`src/rtl/hls_bus_mem_responder_if.sv`:
```
// Command FIFO, response FIFO and SRAM signals between the HLS bridge FIFOs and the memory responder.
interface hls_bus_mem_responder_if #(
  parameter int DATA_WIDTH      = 32,
  parameter int DATA_ADDR_WIDTH = 32,
  parameter int MEM_ADDR_WIDTH  = 12
);
  logic                       cmd_empty_n;
  logic                       cmd_read;
  logic [DATA_ADDR_WIDTH-1:0] cmd_address_dout;
  logic [DATA_WIDTH-1:0]      cmd_data_dout;
  logic [3:0]                 cmd_mask_dout;
  logic                       cmd_write_dout;
  logic                       cmd_uncached_dout;
  logic [2:0]                 cmd_size_dout;
  logic                       cmd_last_dout;
  logic [DATA_WIDTH-1:0]      rsp_data_din;
  logic                       rsp_last_din;
  logic                       rsp_full_n;
  logic                       rsp_write;
  logic                       mem_en;
  logic                       mem_we;
  logic [MEM_ADDR_WIDTH-1:0]  mem_addr;
  logic [DATA_WIDTH-1:0]      mem_wdata;
  logic [3:0]                 mem_wmask;
  logic [DATA_WIDTH-1:0]      mem_rdata;

  modport slave (
    input  cmd_empty_n, cmd_address_dout, cmd_data_dout, cmd_mask_dout, cmd_write_dout,
           cmd_uncached_dout, cmd_size_dout, cmd_last_dout, rsp_full_n, mem_rdata,
    output cmd_read, rsp_data_din, rsp_last_din, rsp_write,
           mem_en, mem_we, mem_addr, mem_wdata, mem_wmask
  );

  modport master (
    output cmd_empty_n, cmd_address_dout, cmd_data_dout, cmd_mask_dout, cmd_write_dout,
           cmd_uncached_dout, cmd_size_dout, cmd_last_dout, rsp_full_n, mem_rdata,
    input  cmd_read, rsp_data_din, rsp_last_din, rsp_write,
           mem_en, mem_we, mem_addr, mem_wdata, mem_wmask
  );
endinterface

```
`src/rtl/hls_bus_mem_responder.sv`:
```
// Pops dBus commands, services them against a single-port SRAM and pushes read beats to the response FIFOs.
// state | meaning
// IDLE  | waiting for a command; pops and latches it
// WRITE | one-cycle masked SRAM write, no response
// READ  | issuing burst beats and draining them to the response FIFO
module hls_bus_mem_responder #(
  parameter int DATA_WIDTH      = 32,
  parameter int DATA_ADDR_WIDTH = 32,
  parameter int MEM_ADDR_WIDTH  = 12
) (
  input  logic                  clk,
  input  logic                  rst,
  hls_bus_mem_responder_if.slave bus
);
  localparam int BPW      = DATA_WIDTH / 8;
  localparam int BPW_LOG2 = $clog2(BPW);
  localparam int CNT_W    = 8;

  typedef enum logic [1:0] {IDLE, WRITE, READ} state_t;
  state_t state, state_nxt;

  logic [DATA_ADDR_WIDTH-1:0] cmd_addr;
  logic [MEM_ADDR_WIDTH-1:0]  cmd_waddr, cmd_base, cur_addr;
  logic [2:0]                 beats_log2;
  logic [CNT_W-1:0]           cmd_beats, beats_left;
  logic [DATA_WIDTH-1:0]      lat_data, pend_data, skid_data;
  logic [3:0]                 lat_mask;
  logic                       infl_valid, infl_last;
  logic                       pend_valid, pend_last, skid_valid, skid_last;
  logic [1:0]                 occ;
  logic                       pop, issue, push;
  logic                       unused_bits;

  assign cmd_addr    = bus.cmd_address_dout;
  assign unused_bits = ^{bus.cmd_uncached_dout, bus.cmd_last_dout, cmd_addr};

  // Bursts are aligned down to their own size, so beats never straddle a boundary.
  always_comb begin
    cmd_waddr  = cmd_addr[MEM_ADDR_WIDTH+BPW_LOG2-1:BPW_LOG2];
    beats_log2 = (bus.cmd_size_dout > 3'(BPW_LOG2)) ? bus.cmd_size_dout - 3'(BPW_LOG2) : 3'd0;
    cmd_beats  = CNT_W'(1) << beats_log2;
    cmd_base   = cmd_waddr & ~(MEM_ADDR_WIDTH'(cmd_beats - CNT_W'(1)));
  end

  // One beat may be in flight in the SRAM while the pending register waits on backpressure;
  // the skid register absorbs that beat so nothing is lost.
  assign occ = 2'(infl_valid) + 2'(pend_valid) + 2'(skid_valid);

  always_ff @(posedge clk) begin
    if (rst) state <= IDLE;
    else     state <= state_nxt;
  end

  always_comb begin
    state_nxt     = state;
    pop           = 1'b0;
    issue         = 1'b0;
    push          = 1'b0;
    bus.mem_en    = 1'b0;
    bus.mem_we    = 1'b0;
    bus.mem_addr  = cur_addr;
    bus.mem_wdata = lat_data;
    bus.mem_wmask = '0;
    if (!rst) begin
      unique case (state)
        IDLE: begin
          if (bus.cmd_empty_n) begin
            pop       = 1'b1;
            state_nxt = bus.cmd_write_dout ? WRITE : READ;
          end
        end
        WRITE: begin
          bus.mem_en    = 1'b1;
          bus.mem_we    = 1'b1;
          bus.mem_wmask = lat_mask;
          state_nxt     = IDLE;
        end
        READ: begin
          push       = pend_valid && bus.rsp_full_n;
          issue      = bus.rsp_full_n && (beats_left != '0) && ((occ < 2'd2) || push);
          bus.mem_en = issue;
          if (push && pend_last) state_nxt = IDLE;
        end
        default: state_nxt = IDLE;
      endcase
    end
  end

  assign bus.cmd_read     = pop;
  assign bus.rsp_write    = push;
  assign bus.rsp_data_din = pend_data;
  assign bus.rsp_last_din = pend_last;

  always_ff @(posedge clk) begin
    if (rst) begin
      cur_addr   <= '0;
      lat_data   <= '0;
      lat_mask   <= '0;
      beats_left <= '0;
      infl_valid <= 1'b0;
      infl_last  <= 1'b0;
      pend_valid <= 1'b0;
      pend_last  <= 1'b0;
      pend_data  <= '0;
      skid_valid <= 1'b0;
      skid_last  <= 1'b0;
      skid_data  <= '0;
    end else begin
      if (pop) begin
        cur_addr   <= bus.cmd_write_dout ? cmd_waddr : cmd_base;
        lat_data   <= bus.cmd_data_dout;
        lat_mask   <= bus.cmd_mask_dout;
        beats_left <= bus.cmd_write_dout ? '0 : cmd_beats;
      end else if (issue) begin
        cur_addr   <= cur_addr + 1'b1;
        beats_left <= beats_left - 1'b1;
      end
      infl_valid <= issue;
      infl_last  <= issue && (beats_left == CNT_W'(1));
      if (push) begin
        if (skid_valid) begin
          pend_data  <= skid_data;
          pend_last  <= skid_last;
          skid_valid <= infl_valid;
          skid_data  <= bus.mem_rdata;
          skid_last  <= infl_last;
        end else begin
          pend_valid <= infl_valid;
          pend_data  <= bus.mem_rdata;
          pend_last  <= infl_last;
        end
      end else if (infl_valid) begin
        if (!pend_valid) begin
          pend_valid <= 1'b1;
          pend_data  <= bus.mem_rdata;
          pend_last  <= infl_last;
        end else begin
          skid_valid <= 1'b1;
          skid_data  <= bus.mem_rdata;
          skid_last  <= infl_last;
        end
      end
    end
  end
endmodule

```
`src/flat_wrapper.sv`:
```
// flat-port wrapper written by rule: the top's interface ports become plain ports
module hls_bus_mem_responder_flat 
#(
  parameter int DATA_WIDTH      = 32,
  parameter int DATA_ADDR_WIDTH = 32,
  parameter int MEM_ADDR_WIDTH  = 12
)
  (clk, rst, bus_cmd_empty_n, bus_cmd_address_dout, bus_cmd_data_dout, bus_cmd_mask_dout, bus_cmd_write_dout, bus_cmd_uncached_dout, bus_cmd_size_dout, bus_cmd_last_dout, bus_rsp_full_n, bus_mem_rdata, bus_cmd_read, bus_rsp_data_din, bus_rsp_last_din, bus_rsp_write, bus_mem_en, bus_mem_we, bus_mem_addr, bus_mem_wdata, bus_mem_wmask);
  hls_bus_mem_responder_if #(.DATA_WIDTH(DATA_WIDTH), .DATA_ADDR_WIDTH(DATA_ADDR_WIDTH), .MEM_ADDR_WIDTH(MEM_ADDR_WIDTH)) bus_i ();
  input  logic clk;
  input  logic rst;
  input wire logic [$bits(bus_i.cmd_empty_n)-1:0] bus_cmd_empty_n;
  input wire logic [$bits(bus_i.cmd_address_dout)-1:0] bus_cmd_address_dout;
  input wire logic [$bits(bus_i.cmd_data_dout)-1:0] bus_cmd_data_dout;
  input wire logic [$bits(bus_i.cmd_mask_dout)-1:0] bus_cmd_mask_dout;
  input wire logic [$bits(bus_i.cmd_write_dout)-1:0] bus_cmd_write_dout;
  input wire logic [$bits(bus_i.cmd_uncached_dout)-1:0] bus_cmd_uncached_dout;
  input wire logic [$bits(bus_i.cmd_size_dout)-1:0] bus_cmd_size_dout;
  input wire logic [$bits(bus_i.cmd_last_dout)-1:0] bus_cmd_last_dout;
  input wire logic [$bits(bus_i.rsp_full_n)-1:0] bus_rsp_full_n;
  input wire logic [$bits(bus_i.mem_rdata)-1:0] bus_mem_rdata;
  output wire logic [$bits(bus_i.cmd_read)-1:0] bus_cmd_read;
  output wire logic [$bits(bus_i.rsp_data_din)-1:0] bus_rsp_data_din;
  output wire logic [$bits(bus_i.rsp_last_din)-1:0] bus_rsp_last_din;
  output wire logic [$bits(bus_i.rsp_write)-1:0] bus_rsp_write;
  output wire logic [$bits(bus_i.mem_en)-1:0] bus_mem_en;
  output wire logic [$bits(bus_i.mem_we)-1:0] bus_mem_we;
  output wire logic [$bits(bus_i.mem_addr)-1:0] bus_mem_addr;
  output wire logic [$bits(bus_i.mem_wdata)-1:0] bus_mem_wdata;
  output wire logic [$bits(bus_i.mem_wmask)-1:0] bus_mem_wmask;
  assign bus_i.cmd_empty_n = bus_cmd_empty_n;
  assign bus_i.cmd_address_dout = bus_cmd_address_dout;
  assign bus_i.cmd_data_dout = bus_cmd_data_dout;
  assign bus_i.cmd_mask_dout = bus_cmd_mask_dout;
  assign bus_i.cmd_write_dout = bus_cmd_write_dout;
  assign bus_i.cmd_uncached_dout = bus_cmd_uncached_dout;
  assign bus_i.cmd_size_dout = bus_cmd_size_dout;
  assign bus_i.cmd_last_dout = bus_cmd_last_dout;
  assign bus_i.rsp_full_n = bus_rsp_full_n;
  assign bus_i.mem_rdata = bus_mem_rdata;
  assign bus_cmd_read = bus_i.cmd_read;
  assign bus_rsp_data_din = bus_i.rsp_data_din;
  assign bus_rsp_last_din = bus_i.rsp_last_din;
  assign bus_rsp_write = bus_i.rsp_write;
  assign bus_mem_en = bus_i.mem_en;
  assign bus_mem_we = bus_i.mem_we;
  assign bus_mem_addr = bus_i.mem_addr;
  assign bus_mem_wdata = bus_i.mem_wdata;
  assign bus_mem_wmask = bus_i.mem_wmask;
  hls_bus_mem_responder #(.DATA_WIDTH(DATA_WIDTH), .DATA_ADDR_WIDTH(DATA_ADDR_WIDTH), .MEM_ADDR_WIDTH(MEM_ADDR_WIDTH)) u_core (.clk(clk), .rst(rst), .bus(bus_i));
endmodule
```
`config.mk`:
```
export PLATFORM = sky130hd
export DESIGN_NAME = hls_bus_mem_responder_flat
export DESIGN_NICKNAME = d
export VERILOG_FILES = /design/src/rtl/hls_bus_mem_responder_if.sv /design/src/rtl/hls_bus_mem_responder.sv /design/src/flat_wrapper.sv
export SDC_FILE = /design/constraint.sdc
export NUM_CORES = 1
export LEC_CHECK = 0
export BUFFER_PORTS_ARGS = -buffer_cell sky130_fd_sc_hd__buf_2
export CORE_AREA = 4 4 130 132
export CTS_BUF_LIST = sky130_fd_sc_hd__clkbuf_4 sky130_fd_sc_hd__clkbuf_8 sky130_fd_sc_hd__clkbuf_16
export DETAILED_ROUTE_END_ITERATION = 10
export DIE_AREA = 0 0 134 136
export HOLD_SLACK_MARGIN = 0.02
export PLACE_DENSITY = 0.69
export SLEW_MARGIN = 25
export SYNTH_ARGS = -nofsm -noshare
export SYNTH_HDL_FRONTEND = slang
export SYNTH_SLANG_ARGS = --single-unit
export TNS_END_PERCENT = 1
```
`constraint.sdc`:
```
create_clock -name clk -period 3.2 [get_ports clk]
set_input_delay 0.48 -clock clk [delete_from_list [all_inputs] [get_ports clk]]
set_output_delay 0.48 -clock clk [all_outputs]
set_load 0.01 [all_outputs]
```
Word-level counts from Yosys, hierarchy flattened
Index checks and enable logic that the tools add are counted.
{"block": "totals", "regBits": 128, "inputBits": 110}
{"block": "classes", "muxes": 47, "add_sub_neg": 6, "bitwise_logic": 2, "order_cmp": 2, "n_reduce_logical": 16, "n_shift": 1, "eq_ne": 8}
{"operator": "2-to-1 mux 32 bit", "n": 8}
{"operator": "2-to-1 mux 12 bit", "n": 3}
{"operator": "2-to-1 mux 1 bit", "n": 25}
{"operator": "2-to-1 mux 8 bit", "n": 3}
{"operator": "adder 12 x 1 -> 12 bit, second input constant", "n": 1}
{"operator": "bitwise AND 12 bit", "n": 1}
{"operator": "NOT 12 bit", "n": 1}
{"operator": "subtractor 8 x 1 -> 9 bit, second input constant", "n": 1}
{"operator": "equality test 8 x 1 -> 1 bit, second input constant", "n": 1}
{"operator": "2-to-1 mux 4 bit", "n": 2}
{"operator": "AND reduction 2 bit", "n": 4}
{"operator": "nonzero test 8 bit", "n": 1}
{"operator": "left shift 1 x 3 -> 8 bit, first input constant", "n": 1}
{"operator": "subtractor 8 x 1 -> 8 bit, second input constant", "n": 1}
{"operator": "2-to-1 mux 2 bit", "n": 3}
{"operator": "inequality test 2 bit, second input constant", "n": 3}
{"operator": "nonzero test 2 bit", "n": 3}
{"operator": "logical AND 1 bit", "n": 5}
{"operator": "inequality test 2 x 1 -> 1 bit, second input constant", "n": 2}
{"operator": "case mux 2 bit (2 select lines)", "n": 1}
{"operator": "greater-than comparator 3 x 2 -> 1 bit, second input constant", "n": 1}
{"operator": "2-to-1 mux 3 bit", "n": 1}
{"operator": "AND reduction 3 bit", "n": 1}
{"operator": "subtractor 3 x 2 -> 3 bit, second input constant", "n": 1}
{"operator": "8 further kinds", "n": 8}

Depth between registers and ports, before layout
Gate-level depths: netlist (run 1).
{"block": "logic_depth", "word_depth": 9, "ltp_mapped": 10, "ltp_nobuf": 8}

Worst setup path before layout (run 1)
No wires, ideal clock.
{"block": "synth_path", "path_kind": "register to output", "from": "register u_core.beats_left[0]", "to": "output bus_mem_en", "path_stages_with_launch": 7, "path_slack_ps": 1132, "required_ps": 2720, "path_buffers": 1, "arrival_time_ps": 1588, "path_cell_list": "dfxtp_1 > inv_1 > ha_1 > nor3b_2 > a211oi_1 > buf_4 > o21a_1"}
{"block": "synth_between", "elab_chain_cells": 5}
{"item": "from (decl)", "line": "hls_bus_mem_responder.sv:25", "text": "logic [CNT_W-1:0] cmd_beats, beats_left;"}
{"item": "from (signal assigned)", "line": "hls_bus_mem_responder.sv:113", "text": "beats_left <= bus.cmd_write_dout ? '0 : cmd_beats;"}
{"item": "from (signal assigned)", "line": "hls_bus_mem_responder.sv:116", "text": "beats_left <= beats_left - 1'b1;"}
{"item": "nonzero test 8 bit", "line": "hls_bus_mem_responder.sv:80", "text": "issue = bus.rsp_full_n && (beats_left != '0) && ((occ < 2'd2) || push);"}
{"item": "logical AND 1 bit (2 in series)", "line": "hls_bus_mem_responder.sv:80"}
{"item": "case mux 1 bit (2 select lines)", "line": "hls_bus_mem_responder.sv:65", "text": "unique case (state)"}
{"item": "2-to-1 mux 1 bit", "line": "hls_bus_mem_responder.sv:64", "text": "if (!rst) begin"}
{"item": "to (decl)", "line": "flat_wrapper.sv:26", "text": "output wire logic [$bits(bus_i.mem_en)-1:0] bus_mem_en;"}
Every way passes these cells.

Final worst setup path (run 1)
Same ends and word-level chain as after synthesis.

==> results of run 1 <==
final timing paths:
kind	cells after the start	to	slack, ps	startpoint
worst max-delay path	7	bus_mem_en	570	u_core.beats_left[0]$_SDFFE_PP0P_
worst min-delay path	3	u_core.bus.mem_addr[9]$_SDFFE_PP0P_	260	bus_cmd_address_dout[11]
worst max register to register	10	u_core.skid_data[0]$_SDFFE_PP0P_	980	u_core.state[0]$_SDFFE_PP0P_
worst min register to register	2	u_core.lat_mask[3]$_SDFFE_PP0P_	450	u_core.lat_mask[3]$_SDFFE_PP0P_
area by class of cell:
class                      count  share of cell area
multi-input combinational    488              0.3688
sequential                   128              0.3618
timing repair buffer         184              0.1374
clock buffer                  24             0.07013
tap                          216             0.03816
clock inverter                 6             0.01837
inverter                      10            0.005299
cells by family (layout without fill, tap and decap cells):
kind of cell | count (synthesis) | after routing | share of synthesized area
flops | 128 | 128 | 0.4737
buf+inv | 62 | 224 | 0.04719
mux | 2 | 2 | 0.003701
simple gates | 315 | 315 | 0.2517
compound gates | 146 | 146 | 0.1770
fa+ha+maj | 9 | 9 | 0.02082
xor+xnor | 16 | 16 | 0.02591
report_power, final:
group | internal (mW) | switching (mW) | total (mW)
clock | 1.39 | 0.670 | 2.06
sequential | 1.65 | 0.0370 | 1.69
combinational | 0.144 | 0.210 | 0.354
total | 3.19 | 0.918 | 4.10
routing by layer:
metal / vias to the layer above / GRT usage / share of wire
met3: 11 / 0.06033 / 0.079
met4: 0 / 0.05600 / 0.011
met1: 2279 / 0.1945 / 0.45
met5: - / 0 / 0
li1: 2633 / - / -
met2: 154 / 0.2524 / 0.46
state kept, by name, summed over array words and instances (netlist names), 2 cells and up:
signal and flops:
u_core.beats_left 8, u_core.bus.mem_addr 12, u_core.bus.mem_wdata 32, u_core.bus.rsp_data_din 32, u_core.lat_mask 4, u_core.skid_data 32, u_core.state 2
layout by cell type (no fill, tap or decap), types with 5 or more instances in the layout:
cell type,count
nand2_1,186
buf_2,171
dfxtp_1,128
a21oi_1,75
nor2_1,53
nand3_1,44
a311oi_1,33
clkbuf_16,17
a211oi_1,13
xor2_1,13
buf_4,12
inv_1,9
o21ai_0,9
ha_1,9
nand4_1,6
and2_1,5
worst max-delay path, stage by stage (launching register included):
cell      delay, ps
dfxtp_1         390
inv_1           110
ha_1            210
nor3b_2         200
a211oi_1        310
buf_4           270
o21a_1          120
buf_2           130
==> results.md, run 1 <==
* Run status: completed
* Worst-skew pair later-pin latency at 410 ps
* Placed cells at 1,025
* Worst setup margin at 569.8 ps
* Clock buffer depth at 2
* Static Leak at 2.983 nW
* Main synth FF type: dfxtp_1
* Post-route cell area at 7083 um^2
* Post-synthesis cell type count at 47
* Seq/Total Area, Yosys at 0.4737
* VDD IR max at 0.0003205 V
* Largest net degree at the start of global routing at 62
* Seq. cell area at 2562 um^2
* Inserted Diodes at 0
* Remaining Overflow, GRT at 0
* Die ar. at 18,220 um^2
* Total GRT Usage at 0.1577
* Clock Skews at 12.53 ps
* Mapped Cells at 678
* Resized Gates After CTS at 0
* CTS root buf: clkbuf_16
* I/O Buffers at 172
* Commonest cells post-synth: nand2_1, dfxtp_1, a21oi_1
* Via count at 5,077
* Power per cell area at 579.2 nW/um^2
* Initial antenna violation count at 0
* Worst Hold Class: input port to flip-flop
* Crit Path Category: flip-flop to output port
* Critical path capture point type: output port
* Layout cells sized above 1 at 0.2690
* Worst hold margin at 263.4 ps
* Post-synthesis async set-or-reset flop share at 0
* Synth top area share at 0.4737
* Residual DRC at 0
* CP Launch Type: flip-flop
* Hold_buf cts at 0
* Relative slew margins at 0.5310
* Number of flops mapped to enable cells by yosys at 0
* Yosys top cell by area: dfxtp_1
* Fin. max-slew vios at 0
* Post-CTS Setup Repair Bufs at 0
* Clock slew at reported path FFs at 50 ps
* Final #Nets at 948
* Routability Congestion at 0.7631
* Post-route ant nets at 0
* Top cells by area, synth: dfxtp_1, nand2_1, a21oi_1
* Vias in the first global route at 4,808
* Starting Density at 0.3442
* Fmax achieved at 0.3802 GHz
* # rows at 46
* Final number of setup-violating endpoints at 0
* TritonCTS buffer count at 17
* Final min period at 2630 ps
* Non-Filler Instances at 1,056
* Pre-CTS setup slack at 820.5 ps
* Synthesized area per cell at 7.978 um^2
* Most common cell in the netlist: nand2_1
* Final period util at 0.8219
* Final WL at 14,380 um
* Core area at 15,710 um^2
* Total clock sinks at 128
* Drt wl/cell at 13.62 um
* Final core occ at 0.4508
* Fillers at 1,576
* Yosys reg bits at 128
* Max_cap viols at 0
* Area Growth Syn to Fin at 30.95%
* Post-place instance area at 6429 um^2
* First-pass DRT Iterations at 4
* CTS tree: built
* Tot Pwr at 4.103 mW
* Crit-path max FO at 12
* DIE WIDTH at 134 um
* I/O pin count at 195
* H-tree levels at 4
* Arr. time, crit path at 2150 ps
* Final Hold Fails at 0
* Ys Warns at 0
* Syn Std Cell Area at 5409 um^2
* Die Ht at 136 um
* Setup TNS at 0 ps
* Worst Tran Pin Value at 703.5 ps
* Area used by multi-input combinational logic at 2613 um^2
* DR vias/cell at 4.808
* Post-DP HPWL at 9507 um
* RSZ-0062 raised after global routing: false
* Mapped Nets at 797
* First DRT Iteration DRCs at 244
* CP required at 2720 ps
* First-pass GRT wire length at 23,270 um
Note: power is estimated with default switching activity, not from simulation.
==> run 2: changes to the inputs <==
Settings changed: PLACE_DENSITY 0.69 to 0.71.
Clock period 3.2 ns to 2.2 ns, I/O delays scaled along.
==> run 2 against run 1 <==
Critical path depth stayed put. Die area stayed put. Final cell count is 1.0% higher. Combinational power is 55% higher. Final area is 1.2% higher. Total power is 38% higher. Sequential power is 46% higher. Global-route usage is 0.19 points higher.
==> results.md, run 2 (synthesis results as in run 1) <==
* Run status: completed
* Initial antenna violation count at 0
* Critical path startpoint: u_core.beats_left[0]$_SDFFE_PP0P_
* Fin. max-slew vios at 0
* Largest net degree at the start of global routing at 66
* Fillers at 1,555
* Final WL at 14,980 um
* CP Launch Type: flip-flop
* Final min period at 2131 ps
* VDD IR max at 0.0004922 V
* Core area at 15,710 um^2
* CTS root buf: clkbuf_16
* Max_cap viols at 0
* Post-DP HPWL at 9734 um
* Starting Density at 0.3442
* DR vias/cell at 4.876
* Non-Filler Instances at 1,067
* Crit Path Category: flip-flop to output port
* Final number of setup-violating endpoints at 0
* Worst Hold Class: input port to flip-flop
* First-pass DRT Iterations at 4
* Clock Skews at 7.844 ps
* I/O pin count at 195
* Worst Tran Pin Value at 723.4 ps
* Final Hold Fails at 0
* Inserted Diodes at 0
* Residual DRC at 0
* Post-route ant nets at 0
* H-tree levels at 4
* Commonest non-fill, non-tap cell in the layout: nand2_1
* Via count at 5,203
* Final period util at 0.9685
* CTS tree: built
* Static Leak at 3.026 nW
* Remaining Overflow, GRT at 0
* Arr. time, crit path at 1800 ps
* Hold_buf cts at 0
* Routability Congestion at 0.7737
* Placed cells at 1,029
* First-pass GRT wire length at 23,670 um
* Crit-path max FO at 3
* # rows at 46
* Drt wl/cell at 14.04 um
* RSZ-0062 raised after global routing: true
* Worst Hold Launch: bus_cmd_address_dout[7]
* I/O Buffers at 172
* Worst-skew pair later-pin latency at 410 ps
* DIE WIDTH at 134 um
* Worst r2r src: u_core.beats_left[0]$_SDFFE_PP0P_
* Seq. cell area at 2566 um^2
* Critical path capture point type: output port
* Worst setup margin at 69.33 ps
* TritonCTS buffer count at 17
* Final #Nets at 958
* Total clock sinks at 128
* Most frequent cells in the layout: nand2_1, buf_2, dfxtp_1
* Pre-CTS setup slack at 27.17 ps
* Relative slew margins at 0.5159
* First DRT Iteration DRCs at 266
* CP required at 1870 ps
* Clock buffer depth at 2
* Layout cells sized above 1 at 0.2844
* Vias in the first global route at 4,723
* Total GRT Usage at 0.1596
* Die Ht at 136 um
* Power per cell area at 791.0 nW/um^2
* Clock slew at reported path FFs at 60 ps
* Area Growth Syn to Fin at 32.48%
* Fmax achieved at 0.4693 GHz
* Area used by multi-input combinational logic at 2635 um^2
* Die ar. at 18,220 um^2
run 2: changes by cell type in the layout (fill, tap and decap cells not counted), moves of 3 or more:
cell,change
buf_12,+4
clkinv_2,+4
bufinv_16,-3
buf_4,+5
run 2: what timing repair did:
| action | 4_1_cts | 5_1_grt |
|---|---|---|
| buffers inserted | 4 | 2 |
| endpoints found under the hold margin | 0 | 0 |
| pin swaps | 2 | 1 |
| resized for setup | 7 | 5 |
| endpoints found under the setup margin | 2 | 45 |
| cloned | 0 | 1 |
run 2: final timing paths:
kind / endpoint / slack [ps] / cells after the start
worst min-delay path: u_core.bus.mem_addr[5]$_SDFFE_PP0P_ / 120 / 3
worst min register to register: u_core.bus.mem_wdata[28]$_SDFFE_PP0P_ / 450 / 2
worst max register to register: u_core.bus.mem_addr[8]$_SDFFE_PP0P_ / 130 / 9
worst max-delay path: bus_mem_en / 70 / 7
run 2: layer usage:
metal  vias up  part of all wire  wire [um]  track usage
met1      2371              0.44       6659       0.2014
li1       2649                 -          -            -
met5         -                 0          0            0
met3        10             0.080       1195      0.05699
met4         0            0.0091        136      0.05143
met2       173              0.47       6985       0.2555
run 2: worst max-delay path, stage by stage (launching register included):
cell and delay [ps]:
dfxtp_1 340, inv_2 60, ha_1 210, nor3b_4 160, a211oi_2 210, buf_4 160, o21a_1 120, buf_2 130
run 2: power breakdown:
group          internal [mW]  leakage [nW]  switching, mW
registers               2.40          1.04         0.0547
clock network           1.67         0.287          0.990
logic                  0.232          1.70          0.315
total                   4.31          3.03           1.36
run 2: layout make-up:
class | count | share of cell area
clock inverters | 7 | 0.008381
inverters | 10 | 0.005238
repair buffers | 194 | 0.1535
flip-flops and latches | 128 | 0.3581
multi-input cells | 488 | 0.3677
clock buffers | 24 | 0.06932
well taps | 216 | 0.03772
run 2: per-stage QoR:
stage | TNS (ps) | utilization | hold WS (ps) | area, um^2 | total power [mW]
global placement | 0 | 0.4134 | 437.0 | 6496 | 3.037
floorplan | 0 | - | 431.7 | 5409 | 2.798
CTS | 0 | 0.4525 | 100.2 | 7111 | 5.745
detailed placement | 0 | 0.4134 | 443.5 | 6496 | 3.043
global route | -34.31 | 0.4560 | 115.4 | 7166 | 5.912
finish | 0 | 0.4560 | 116.0 | 7166 | 5.668
==> run 3: changes to the inputs <==
Settings changed: CORE_AREA 4 4 130 132 to 2 2 128 130, DIE_AREA 0 0 134 136 to 0 0 130 132.
==> run 3 against run 2 <==
Register-to-register slack improved by 80 ps. Total power grew 0.98%. Fmax decreased by 0.44%. Utilization increased by 0.14 points. Clock power is 2% higher. Clock skew down 2.1 ps. First-iteration DRC count up 7.1%. Wire length is 2.8% lower. Count of clock-buffer cells in the layout down 3. Via count increased by 0.42%.
==> results.md, run 3 (synthesis results as in run 1) <==
* Run status: completed
* CP bufs+invs at 2
* Reg-to-reg endpoint: u_core.bus.mem_addr[8]$_SDFFE_PP0P_
* Drt wl/cell at 13.60 um
* Commonest non-fill, non-tap cell in the layout: nand2_1
* M1 GR Usage at 0.2069
* Clock buffer depth at 2
* First-pass GRT wire length at 23,370 um
* Total clock sinks at 128
* Worst Reg-to-Reg Cells at 9
* Tot Pwr at 5.724 mW
* Worst-skew pair later-pin latency at 410 ps
* Static Leak at 3.021 nW
* Initial antenna violation count at 0
* Residual DRC at 0
* Crit Path Category: flip-flop to output port
* Critical path startpoint: u_core.beats_left[4]$_SDFFE_PP0P_
* Final WL at 14,550 um
* Worst Hold Launch: bus_cmd_address_dout[11]
* Clock Skews at 5.733 ps
* Power per cell area at 796.4 nW/um^2
* Critical path capture point type: output port
* Via count at 5,225
* Post-route ant nets at 0
* Clock slew at reported path FFs at 60 ps
* Worst Setup EP: bus_mem_en
* Worst Tran Pin Value at 554.8 ps
* Total GRT Usage at 0.1697
* H-tree levels at 4
* Most frequent cells in the layout: nand2_1, buf_2, dfxtp_1
* Final period util at 0.9727
* Vias in the first global route at 4,802
* R2R Setup Slk at 210 ps
* Hold_buf cts at 0
* Top delay family on crit path: simple AND/OR/NAND/NOR gates
* I/O Buffers at 172
* CP Launch Type: flip-flop
* Starting Density at 0.3442
* Largest net degree at the start of global routing at 67
* Grt met2 use at 0.2772
* Area Growth Syn to Fin at 32.87%
* I/O pin count at 195
* Core area at 15,710 um^2
* Slowest cell on crit path: nor4_4
* CTS tree: built
* Final number of setup-violating endpoints at 0
* Worst Hold Class: input port to flip-flop
* First-pass DRT Iterations at 4
* Crit-path cells: nor4_4, a211oi_2, buf_4, o21a_1, buf_2
* Max_cap viols at 0
* Remaining Overflow, GRT at 0
* First DRT Iteration DRCs at 285
* Die Ht at 132 um
* Final min period at 2140 ps
* Relative slew margins at 0.6301
* Final #Nets at 960
* Arr. time, crit path at 1810 ps
* Routing usage on met3 at 0.06047
* # rows at 46
* Fmax achieved at 0.4673 GHz
* DIE WIDTH at 130 um
* VDD IR max at 0.0004484 V
* TritonCTS buffer count at 17
* Inserted Diodes at 0
* Final Hold Fails at 0
* Post-DP HPWL at 9463 um
* Crit-path max FO at 5
* Gr busiest metal: met2
* Pre-CTS setup slack at 37.29 ps
* Worst setup margin at 59.97 ps
* Worst r2r src: u_core.beats_left[1]$_SDFFE_PP0P_
* DR vias/cell at 4.883
* Layout cells sized above 1 at 0.2927
* Die ar. at 17,160 um^2
* Fin. max-slew vios at 0
* Crit path depth at 5
* Crit-path max cell delay at 420 ps
* CTS root buf: clkbuf_16
* CP required at 1870 ps
* Routability Congestion at 0.7575
==> run 3: cell types whose count changed in the layout (fill, tap and decap cells not counted), sizes merged <==
cell,previous run,this run
clkbuf,25,21
buf,193,196
clkinvlp,0,3
bufinv,1,2
==> run 3: metrics by stage <==
step / TNS [ps] / std cells / instance area (um^2) / hold WS [ps] / util
final: 0 / 1070 / 7187 / 117.5 / 0.4574
after detailed placement: 0 / 1033 / 6514 / 443.5 / 0.4146
after global placement: 0 / 1033 / 6514 / 438.1 / 0.4146
after global routing: -13.70 / 1070 / 7187 / 110.0 / 0.4574
after CTS: 0 / 1068 / 7133 / 93.69 / 0.4540
after floorplan: 0 / 678 / 5409 / 431.7 / -
==> run 3: worst reg2reg max path, stage by stage (launching register included) <==
cell and delay (ps):
dfxtp_4 350, inv_2 40, ha_2 160, nor3b_4 150, buf_4 160, a2111oi_4 360, buf_6 190, nand4_1 120
xor2_1 160, a211oi_1 220
==> run 3: how the worst min path moves through the flow <==
stage                                            end  slack (ps)  cells after the start
6_report         u_core.bus.mem_addr[9]$_SDFFE_PP0P_         120                      3
2_1_floorplan        u_core.lat_mask[0]$_SDFFE_PP0P_         430                      2
5_1_grt          u_core.bus.mem_addr[9]$_SDFFE_PP0P_         110                      3
3_5_place_dp   u_core.bus.mem_wdata[10]$_SDFFE_PP0P_         440                      2
3_3_place_gp           u_core.skid_last$_SDFFE_PP0P_         440                      2
4_1_cts          u_core.bus.mem_addr[9]$_SDFFE_PP0P_          90                      3
==> run 3: final cells by class <==
class / count / area (um^2)
Timing Repair Buffer: 196 / 1085
Multi-Input combinational cell: 488 / 2653
Sequential cell: 128 / 2570
Clock buffer: 21 / 455.4
Fill cell: 1601 / 8526
Clock inverter: 11 / 116.4
Inverter: 10 / 37.54
Tap cell: 216 / 270.3
==> run 3: per-layer routing <==
layer  routed length, um  part of all wire
met1                6339              0.44
met4                 166             0.011
met2                6853              0.47
met5                   0                 0
met3                1191             0.082
==> run 3: timing repair <==
action,4_1_cts,5_1_grt
endpoints found under the hold margin,0,0
endpoints found under the setup margin,2,40
pin swaps,3,3
gates resized for setup,8,11
buffers inserted,3,2
==> run 3: power by group <==
part	total, mW	leakage [nW]	internal [mW]	switching (mW)
Combinational	0.550	1.70	0.233	0.317
Clock	2.72	0.280	1.71	1.01
Sequential	2.46	1.04	2.40	0.0545
